===== config.mk =====
export PLATFORM = sky130hd
export DESIGN_NAME = asteroid_scheduler
export DESIGN_NICKNAME = d
export VERILOG_FILES = /design/src/rtl/game_pkg.sv /design/src/rtl/lfsr16.sv /design/src/rtl/asteroid_scheduler.sv
export SDC_FILE = /design/constraint.sdc
export NUM_CORES = 1
export LEC_CHECK = 0
export ABC_AREA = 1
export CAP_MARGIN = 20
export CORE_ASPECT_RATIO = 1.1
export CORE_UTILIZATION = 55
export DETAILED_ROUTE_END_ITERATION = 7
export DONT_BUFFER_PORTS = 1
export PLACE_DENSITY_LB_ADDON = 0.12
export SYNTH_ARGS = -nofsm -noshare
export SYNTH_HDL_FRONTEND = slang
export SYNTH_HIERARCHICAL = 1
export SYNTH_SLANG_ARGS = --single-unit

===== constraint.sdc =====
create_clock -name clk_pix -period 15.73 [get_ports clk_pix]
set_clock_uncertainty 0.2 [all_clocks]
set_input_delay 2.3595 -clock clk_pix [delete_from_list [all_inputs] [get_ports clk_pix]]
set_output_delay 2.3595 -clock clk_pix [all_outputs]
set_load 0.01 [all_outputs]

===== src/rtl/game_pkg.sv =====
// Shared screen geometry, scheduler FSM states and asteroid direction encoding.
// Direction is stored as a 2-bit two's-complement step so the reset value 0 means "no drift".
package game_pkg;

    localparam int H_RES        = 640;
    localparam int V_RES        = 480;
    localparam int SCREEN_CORDW = 16;

    typedef enum logic [1:0] {
        IDLE   = 2'd0,
        UPDATE = 2'd1,
        SPAWN  = 2'd2,
        DONE   = 2'd3
    } state_e;

    typedef logic [1:0] dx_t;

    localparam dx_t DX_NONE  = 2'b00;
    localparam dx_t DX_RIGHT = 2'b01;
    localparam dx_t DX_LEFT  = 2'b11;

    // Random bits 00 -> left, 10 -> right, 01/11 -> straight down.
    function automatic dx_t dx_decode(input logic [1:0] bits);
        case (bits)
            2'b00:   return DX_LEFT;
            2'b10:   return DX_RIGHT;
            default: return DX_NONE;
        endcase
    endfunction

    function automatic logic [SCREEN_CORDW-1:0] dx_delta(input dx_t dx);
        case (dx)
            DX_LEFT:  return '1;
            DX_RIGHT: return SCREEN_CORDW'(1);
            default:  return '0;
        endcase
    endfunction

endpackage


===== src/rtl/lfsr16.sv =====
// Free-running 16-bit Galois LFSR, polynomial x^16+x^14+x^13+x^11+1.
// Seeded non-zero, so the sequence never reaches the all-zero lock-up state.
module lfsr16 (
    input  logic        clk_pix,
    input  logic        rst,
    output logic [15:0] q
);

    localparam logic [15:0] SEED = 16'hACE1;
    localparam logic [15:0] TAPS = 16'hB400;

    logic [15:0] lfsr_q;
    logic [15:0] lfsr_d;

    always_comb begin
        lfsr_d = {1'b0, lfsr_q[15:1]} ^ (lfsr_q[0] ? TAPS : 16'h0000);
    end

    always_ff @(posedge clk_pix or posedge rst) begin
        if (rst) begin
            lfsr_q <= SEED;
        end else begin
            lfsr_q <= lfsr_d;
        end
    end

    assign q = lfsr_q;

endmodule


===== src/rtl/asteroid_scheduler.sv =====
// Per-frame asteroid slot manager: walks every slot once per frame moving it down,
// retires slots that leave the screen, then spawns into the lowest free slot on a timer.
module asteroid_scheduler #(
    parameter int N_SLOTS        = 8,
    parameter int SPAWN_INTERVAL = 30,
    parameter int DY             = 3,
    parameter int H_RES          = game_pkg::H_RES,
    parameter int V_RES          = game_pkg::V_RES,
    parameter int SCREEN_CORDW   = game_pkg::SCREEN_CORDW
) (
    input  logic                                  clk_pix,
    input  logic                                  rst,
    input  logic                                  frame,
    input  logic                                  en,
    input  logic                                  clear,
    input  logic [N_SLOTS-1:0]                    hit_mask,
    output logic [N_SLOTS-1:0][SCREEN_CORDW-1:0]  ast_x,
    output logic [N_SLOTS-1:0][SCREEN_CORDW-1:0]  ast_y,
    output logic [N_SLOTS-1:0]                    active,
    output logic                                  busy,
    output logic                                  update_done
);

    import game_pkg::*;

    localparam int IDX_W = (N_SLOTS > 1) ? $clog2(N_SLOTS) : 1;
    localparam int TMR_W = $clog2(SPAWN_INTERVAL) + 1;

    localparam logic [TMR_W-1:0]        TMR_RELOAD = TMR_W'(SPAWN_INTERVAL - 1);
    localparam logic [IDX_W-1:0]        IDX_LAST   = IDX_W'(N_SLOTS - 1);
    localparam logic [SCREEN_CORDW-1:0] X_LIM      = SCREEN_CORDW'(H_RES);
    localparam logic [SCREEN_CORDW-1:0] Y_LIM      = SCREEN_CORDW'(V_RES);
    localparam logic [SCREEN_CORDW-1:0] STEP_Y     = SCREEN_CORDW'(DY);
    localparam logic [SCREEN_CORDW-1:0] X_BASE     = SCREEN_CORDW'(64);

    state_e                    state_q, state_d;
    logic [IDX_W-1:0]          idx_q, idx_d;
    logic [TMR_W-1:0]          timer_q, timer_d;
    logic                      do_update;
    logic                      do_spawn;

    logic [15:0]               lfsr_w;
    logic [4:0]                unused_lfsr_bits;
    logic [N_SLOTS-1:0]        active_w;
    logic                      spawn_found;
    logic [IDX_W-1:0]          spawn_sel;
    logic [SCREEN_CORDW-1:0]   spawn_x;
    dx_t                       spawn_dx;

    lfsr16 u_lfsr (
        .clk_pix (clk_pix),
        .rst     (rst),
        .q       (lfsr_w)
    );

    assign unused_lfsr_bits = lfsr_w[15:11];
    assign spawn_x          = SCREEN_CORDW'(lfsr_w[8:0]) + X_BASE;
    assign spawn_dx         = dx_decode(lfsr_w[10:9]);

    // Descending scan so the lowest free index is the last one written.
    always_comb begin
        spawn_found = 1'b0;
        spawn_sel   = '0;
        for (int i = N_SLOTS - 1; i >= 0; i--) begin
            if (!active_w[i]) begin
                spawn_found = 1'b1;
                spawn_sel   = IDX_W'(i);
            end
        end
    end

    always_comb begin
        state_d   = state_q;
        idx_d     = idx_q;
        timer_d   = timer_q;
        do_update = 1'b0;
        do_spawn  = 1'b0;
        case (state_q)
            IDLE: begin
                if (frame && en) begin
                    state_d = UPDATE;
                    idx_d   = '0;
                end
            end
            UPDATE: begin
                do_update = 1'b1;
                if (idx_q == IDX_LAST) begin
                    state_d = SPAWN;
                end else begin
                    idx_d = idx_q + IDX_W'(1);
                end
            end
            SPAWN: begin
                state_d = DONE;
                if (timer_q != '0) begin
                    timer_d = timer_q - TMR_W'(1);
                end else if (spawn_found && !hit_mask[spawn_sel]) begin
                    // A blocked spawn leaves the timer at zero so the next frame retries.
                    do_spawn = 1'b1;
                    timer_d  = TMR_RELOAD;
                end
            end
            DONE: begin
                state_d = IDLE;
            end
            default: begin
                state_d = IDLE;
            end
        endcase
        if (clear) begin
            state_d   = IDLE;
            timer_d   = TMR_RELOAD;
            do_update = 1'b0;
            do_spawn  = 1'b0;
        end
    end

    always_ff @(posedge clk_pix or posedge rst) begin
        if (rst) begin
            state_q <= IDLE;
            idx_q   <= '0;
            timer_q <= TMR_RELOAD;
        end else begin
            state_q <= state_d;
            idx_q   <= idx_d;
            timer_q <= timer_d;
        end
    end

    assign busy        = (state_q == UPDATE) || (state_q == SPAWN);
    assign update_done = (state_q == DONE);

    generate
        for (genvar gi = 0; gi < N_SLOTS; gi++) begin : g_slot
            logic [SCREEN_CORDW-1:0] x_q, x_d, y_q, y_d;
            logic [SCREEN_CORDW-1:0] x_step, y_step;
            dx_t                     dx_q, dx_d;
            logic                    act_q, act_d;
            logic                    sel_upd, sel_spawn;

            assign x_step    = x_q + dx_delta(dx_q);
            assign y_step    = y_q + STEP_Y;
            assign sel_upd   = do_update && (idx_q == IDX_W'(gi)) && act_q;
            assign sel_spawn = do_spawn && (spawn_sel == IDX_W'(gi));

            // Priority, lowest to highest: move, spawn, hit, clear.
            always_comb begin
                x_d   = x_q;
                y_d   = y_q;
                dx_d  = dx_q;
                act_d = act_q;
                if (sel_upd) begin
                    x_d = x_step;
                    y_d = y_step;
                    if ((y_step >= Y_LIM) || (x_step >= X_LIM)) begin
                        act_d = 1'b0;
                    end
                end
                if (sel_spawn) begin
                    x_d   = spawn_x;
                    y_d   = '0;
                    dx_d  = spawn_dx;
                    act_d = 1'b1;
                end
                if (hit_mask[gi]) begin
                    x_d   = x_q;
                    y_d   = y_q;
                    dx_d  = dx_q;
                    act_d = 1'b0;
                end
                if (clear) begin
                    act_d = 1'b0;
                end
            end

            always_ff @(posedge clk_pix or posedge rst) begin
                if (rst) begin
                    x_q   <= '0;
                    y_q   <= '0;
                    dx_q  <= DX_NONE;
                    act_q <= 1'b0;
                end else begin
                    x_q   <= x_d;
                    y_q   <= y_d;
                    dx_q  <= dx_d;
                    act_q <= act_d;
                end
            end

            assign ast_x[gi]    = x_q;
            assign ast_y[gi]    = y_q;
            assign active_w[gi] = act_q;
        end
    endgenerate

    assign active = active_w;

endmodule

==> run metrics, run 1 <==
status=finished clean; routability cong.=0.980; H-tree depth=2; chip width=201 um; Vias=~24k; fill count=approximately 4.3k; Fin. Hold Viols=0; total die area=0.0443 mm^2; gr ovfl total=0; max-cap violations=0; Layout Area Growth over Synthesis=5.64%; Slew Viols, Final=0; Port Buf Inserts=0; Synth Warn #=6; post-CTS setup buffers=0; DRT Pass-1 Iters=6; vias in the first global route=22.4k; final period utilization=30.6%; setup violators final=0; r2r endpoint=g_slot[2].x_q[10]$_DFFE_PP0P_; I/O pin cnt=279; worst setup path start=clear; GR Util All Layers=31.7%; critical path class=input port to flip-flop; Skew-Pair Late Insertion Delay=0.56 ns; CTS buffer count=37; Final TNS setup=0 ns; CORE AREA=0.0426 mm^2; wirelength, routed=70700 um; Hold WS=roughly 0.15 ns; slew of the pin with the lowest slew margin=1.12 ns; hold-fix buffer count after cts=0; Worst R2R Path Depth=11; CP Capture Type=flip-flop; crit path buf inv count=2; Pleak=~15 nW; Hold Path Class=flip-flop to flip-flop; slowest CP cell=nor2_1; Worst setup endpoint=g_slot[2].x_q[10]$_DFFE_PP0P_; mean area per synthesized cell=6.18 um^2; cell family with most CP delay=simple AND/OR/NAND/NOR gates; Wirelength per Cell=between 15 and 20 um; layout cells sized above 1=3.19%; R2R Setup Slk=11.92 ns; stages on the worst setup path=8; CTS tree=built; Bufs on Longest Clock Path=3; post-cts resize count=0; Initial Util=56.0%; Routed Antenna Nets=0; unrepaired setup endpoints after global routing=no; Data arrival, critical path=5.02 ns; cell area after synthesis=between 0.02 and 0.025 mm^2; max incr delay on CP=0.71 ns; worst setup margin=10.92 ns; CTS sink cnt=307; First DRT Iteration DRCs=~1.8k; HPWL Detailed=around 52000 um; cells after synthesis=3864; crit path cell chain=nor2_1 -> inv_1 -> nor3_1 -> nand2_1 -> nor2_1 -> inv_1 -> nand2_2 -> o21ai_0; largest net degree at the start of global routing=162; Required @ worst endpoint=15.94 ns; Clk pin slew, worst setup/hold paths=0.06 ns; most common cell after layout, fill and taps aside=nand2_1; CP max FO=26; Root Buffer=clkbuf_16; first-pass GRT wire length=approximately 110000 um; Die Y-Extent=221 um; dpl ws=10.38 ns; Vias/cell=5.48; FMAX=slightly above 200 MHz; startpoint types=input port; syn_nets=3923; commonest cells after routing, fill and taps aside=nand2_1, inv_1, nand3_1; row cnt=79; Final #Nets=3859; Tmin final=slightly below 5 ns; initial antenna violation count=1; slew margin rel.=between 20 and 30%; maximum VDD drop=between 0.07 and 0.08 mV; Power per Cell Area=68.9 mW/mm^2; DRC violations left=0; Reg-to-Reg Start=state_q[1]$_DFFE_PP0P_
[power by group]
part	switching [W]	internal [W]	total (W)	leakage, nW
registers	0.00000737	0.000798	0.000806	3.48
clock network	0.000354	0.000492	0.000846	0.568
logic	0.0000627	0.0000226	0.0000854	10.6
total	0.000424	0.00131	0.00174	14.7
[layer usage]
metal	share of wire, %	track usage (%)
met3	6.9	7.05
met4	3.3	10.8
met5	0	0
met1	44	40.9
met2	46	52.6
[sequential cells by signal (all words and copies together) (netlist names)]
signal and flops:
g_slot.x_q 128, g_slot.dx_q 16, idx_q 3, state_q 2, u_lfsr/q 16, g_slot.y_q 128, g_slot.act_q 8, timer_q 6
[worst min-delay path by stage]
| stage | slack [ns] | start | cells after the start | end |
|---|---|---|---|---|
| 2_1_floorplan | 0.13 | u_lfsr/q[12]$_DFF_PP0_ | 0 | u_lfsr/q[11]$_DFF_PP1_ |
| 3_3_place_gp | 0.14 | u_lfsr/q[12]$_DFF_PP0_ | 0 | u_lfsr/q[11]$_DFF_PP1_ |
| 3_5_place_dp | 0.14 | u_lfsr/q[12]$_DFF_PP0_ | 0 | u_lfsr/q[11]$_DFF_PP1_ |
| 4_1_cts | 0.15 | u_lfsr/q[12]$_DFF_PP0_ | 0 | u_lfsr/q[11]$_DFF_PP1_ |
| 5_1_grt | 0.16 | u_lfsr/q[12]$_DFF_PP0_ | 0 | u_lfsr/q[11]$_DFF_PP1_ |
| 6_report | 0.15 | u_lfsr/q[12]$_DFF_PP0_ | 0 | u_lfsr/q[11]$_DFF_PP1_ |
[per-stage QoR]
step                      instance area (um^2)  power, W  utilization, %  cells
after floorplan                          23900  0.000883               -   3864
after global placement                   24100  0.000905            56.5   4328
after detailed placement                 24100  0.000906            56.5   4328
after CTS                                25200   0.00175            59.2   4391
after global routing                     25200   0.00179            59.2   4392
final                                    25200   0.00174            59.2   4392
[layout make-up]
type                       instances  area (um^2)  area share (%)
antenna                            1         2.50         0.00992
clock buffer                      53         1080            4.27
clock inverter                    10         90.1           0.357
inverter                         573         2160            8.56
multi-input combinational       2874        13400            53.2
sequential                       307         7700            30.5
tap                              567          709            2.81
timing repair buffer               7         65.1           0.258
No activity file was read; power rests on OpenSTA's default activity.
==> run 2: changes to the inputs <==
Clock period 15.73 ns to 5.05 ns, I/O delays scaled along.
==> run 2 against run 1 <==
Clock-buffer cell count fell by 2. Global-route usage rose by 0.31 points. Register-to-register slack lost 11 ns. Total power increased to 3.1 times the previous value. Final cell count is 0.14% higher. First-iteration DRC count is 11% higher. Clock power grew to 3.1 times the previous value.
==> run metrics, run 2 (synthesis results as in run 1) <==
status=finished clean (unchanged); Die Y-Extent=221 um (unchanged); Bufs on Longest Clock Path=3 (unchanged); FMAX=261 MHz; total die area=0.0443 mm^2 (unchanged); Skew-Pair Late Insertion Delay=0.55 ns (was 0.56 ns); Initial Util=56.0% (unchanged); H-tree depth=2 (unchanged); Hold Path Class=input port to async pin (was flip-flop to flip-flop); CTS tree=built (unchanged); Vias/cell=5.47 (was 5.48); crit path buf inv count=2 (unchanged); setup violators final=0 (unchanged); unrepaired setup endpoints after global routing=no (unchanged); Power per Cell Area=213 mW/mm^2 (was 68.9 mW/mm^2); CTS sink cnt=307 (unchanged); Vias=24.1k (was 24.0k); wirelength, routed=71200 um (was 70700 um); Crit path top cell by count=nand2_2; slew margin rel.=30.5% (was 25.3%); Fin. Hold Viols=0 (unchanged); CORE AREA=0.0426 mm^2 (unchanged); crit path cell chain=a21oi_1 -> o21ai_2 -> nand2_2 -> nand2_2 -> nand2_2 -> nand3_1 -> nand3_1 -> nand2_1 -> nand2_2 -> nor2_4 -> buf_4 -> nand3_4 -> nand2_2 -> inv_2 -> nand2_1 -> nand2_1 (was nor2_1 -> inv_1 -> nor3_1 -> nand2_1 -> nor2_1 -> inv_1 -> nand2_2 -> o21ai_0); vias in the first global route=22.6k (was 22.4k); initial antenna violation count=2 (was 1); CP Capture Type=flip-flop (unchanged); Final #Nets=3865 (was 3859); max incr delay on CP=0.60 ns (was 0.71 ns); Port Buf Inserts=0 (unchanged); largest net degree at the start of global routing=133 (was 162); Required @ worst endpoint=5.28 ns (was 15.94 ns); maximum VDD drop=0.207 mV (was 0.0741 mV); critical path class=flip-flop to flip-flop (was input port to flip-flop); Tmin final=about 3.8 ns; slowest CP cell=nand2_2 (was nor2_1); First DRT Iteration DRCs=1968 (was 1771); Pleak=14.7 nW (about the same); Routed Antenna Nets=0 (unchanged); Final TNS setup=0 ns (unchanged); worst setup margin=1.21 ns (was 10.92 ns); gr ovfl total=0 (unchanged); final core area utilization=59.3% (was 59.2%); DRT Pass-1 Iters=6 (unchanged); routability cong.=0.988 (was 0.980); final period utilization=76.0%; DRC violations left=0 (unchanged); Largest regs=g_slot.x_q: 128 flops, g_slot.y_q: 128 flops (unchanged); most common cell after layout, fill and taps aside=nand2_1 (unchanged); GR Util All Layers=32.0% (was 31.7%); first-pass GRT wire length=116000 um (was 115000 um); Root Buffer=clkbuf_16 (unchanged); startpoint types=flip-flop (was input port); HPWL Detailed=53200 um (was 52200 um); max-cap violations=0 (unchanged); CTS buffer count=36 (was 37); row cnt=79 (unchanged); Post-DP Area=0.0241 mm^2 (about the same); slew of the pin with the lowest slew margin=1.04 ns (was 1.12 ns); CP max FO=33 (was 26); Wirelength per Cell=16.2 um (was 16.1 um); Data arrival, critical path=4.07 ns (was 5.02 ns); commonest cells after routing, fill and taps aside=nand2_1, inv_1, nand3_1 (unchanged); Slew Viols, Final=0 (unchanged); cell family with most CP delay=simple AND/OR/NAND/NOR gates (unchanged); fill count=4338 (was 4313); Clk pin slew, worst setup/hold paths=0.06 ns (about the same); layout cells sized above 1=3.26% (was 3.19%); I/O pin cnt=279 (unchanged); final instance area=0.0253 mm^2 (was 0.0252 mm^2); chip width=201 um (unchanged); Layout Area Growth over Synthesis=5.80% (was 5.64%); dpl ws=1.24 ns (was 10.38 ns)
[run 2: changes by cell type in the layout (fill, tap and decap cells not counted), moves of 2 or more]
cell,change
clkinv_2,+3
buf_4,+5
clkbuf_1,+2
inv_6,-2
clkbuf_8,-4
[run 2: worst paths after layout]
kind | start | endpoint | slack (ns) | cells after the start
worst max-delay path | g_slot[6].act_q$_DFFE_PP0P_ | g_slot[4].x_q[0]$_DFFE_PP0P_ | 1.21 | 16
worst min-delay path | rst | g_slot[7].x_q[8]$_DFFE_PP0P_ | 0.03 | 1
worst max register to register | g_slot[6].act_q$_DFFE_PP0P_ | g_slot[4].x_q[0]$_DFFE_PP0P_ | 1.21 | 16
worst min register to register | u_lfsr/q[12]$_DFF_PP0_ | u_lfsr/q[11]$_DFF_PP1_ | 0.15 | 0
max in group asynchronous | rst | g_slot[6].y_q[8]$_DFFE_PP0P_ | 3.46 | 2
min in group clk_pix | clear | state_q[1]$_DFFE_PP0P_ | 0.09 | 1
[run 2: what timing repair did]
action | CTS | global route
buffers inserted | 0 | 0
resized for setup | 0 | 0
hold endpoints to repair | 8 | 0
endpoints found under the setup margin | 0 | 0
hold buffers | 1 | 0
[run 2: per-layer routing]
| metal | up-vias | global-route usage [%] | share of wire, % |
|---|---|---|---|
| met1 | 11088 | 41.0 | 44 |
| met2 | 696 | 54.1 | 46 |
| li1 | 12159 | - | - |
| met5 | - | 0 | 0.025 |
| met3 | 131 | 6.83 | 7.1 |
| met4 | 2 | 9.87 | 3.0 |
[run 2: worst reg2reg max path, cell delays in order, from the launching register on]
cell     delay, ns
dfrtp_1       0.54
a21oi_1       0.14
o21ai_2       0.17
nand2_2       0.11
nand2_2       0.11
nand2_2       0.09
nand3_1       0.09
nand3_1       0.09
nand2_1       0.09
nand2_2       0.11
nor2_4        0.37
buf_4         0.36
nand3_4       0.24
nand2_2       0.60
inv_2         0.24
nand2_1       0.12
nand2_1       0.06
[run 2: layout make-up]
type,instances,area [um^2],area share (%)
antenna,1,2.50,0.00991
clock buffer,51,1030,4.07
clock inverter,11,111,0.441
inverter,573,2150,8.53
multi-input combinational,2874,13400,53.1
sequential,307,7700,30.5
tap,567,709,2.81
timing repair buffer,14,133,0.525
[run 2: stage by stage]
| step | power (W) | instances | hold slack, ns |
|---|---|---|---|
| 6_report | 0.00537 | 4398 | 0.0290 |
| 3_5_place_dp | 0.00283 | 4334 | 0.140 |
| 2_1_floorplan | 0.00275 | 3864 | 0.133 |
| 5_1_grt | 0.00555 | 4398 | 0.0653 |
| 4_1_cts | 0.00543 | 4397 | 0.0211 |
| 3_3_place_gp | 0.00282 | 4334 | 0.135 |
[run 2: report_power, final]
group          switching (W)  internal, W  total (W)
clock                0.00108      0.00152    0.00259
sequential         0.0000217      0.00249    0.00251
combinational       0.000198    0.0000739   0.000272
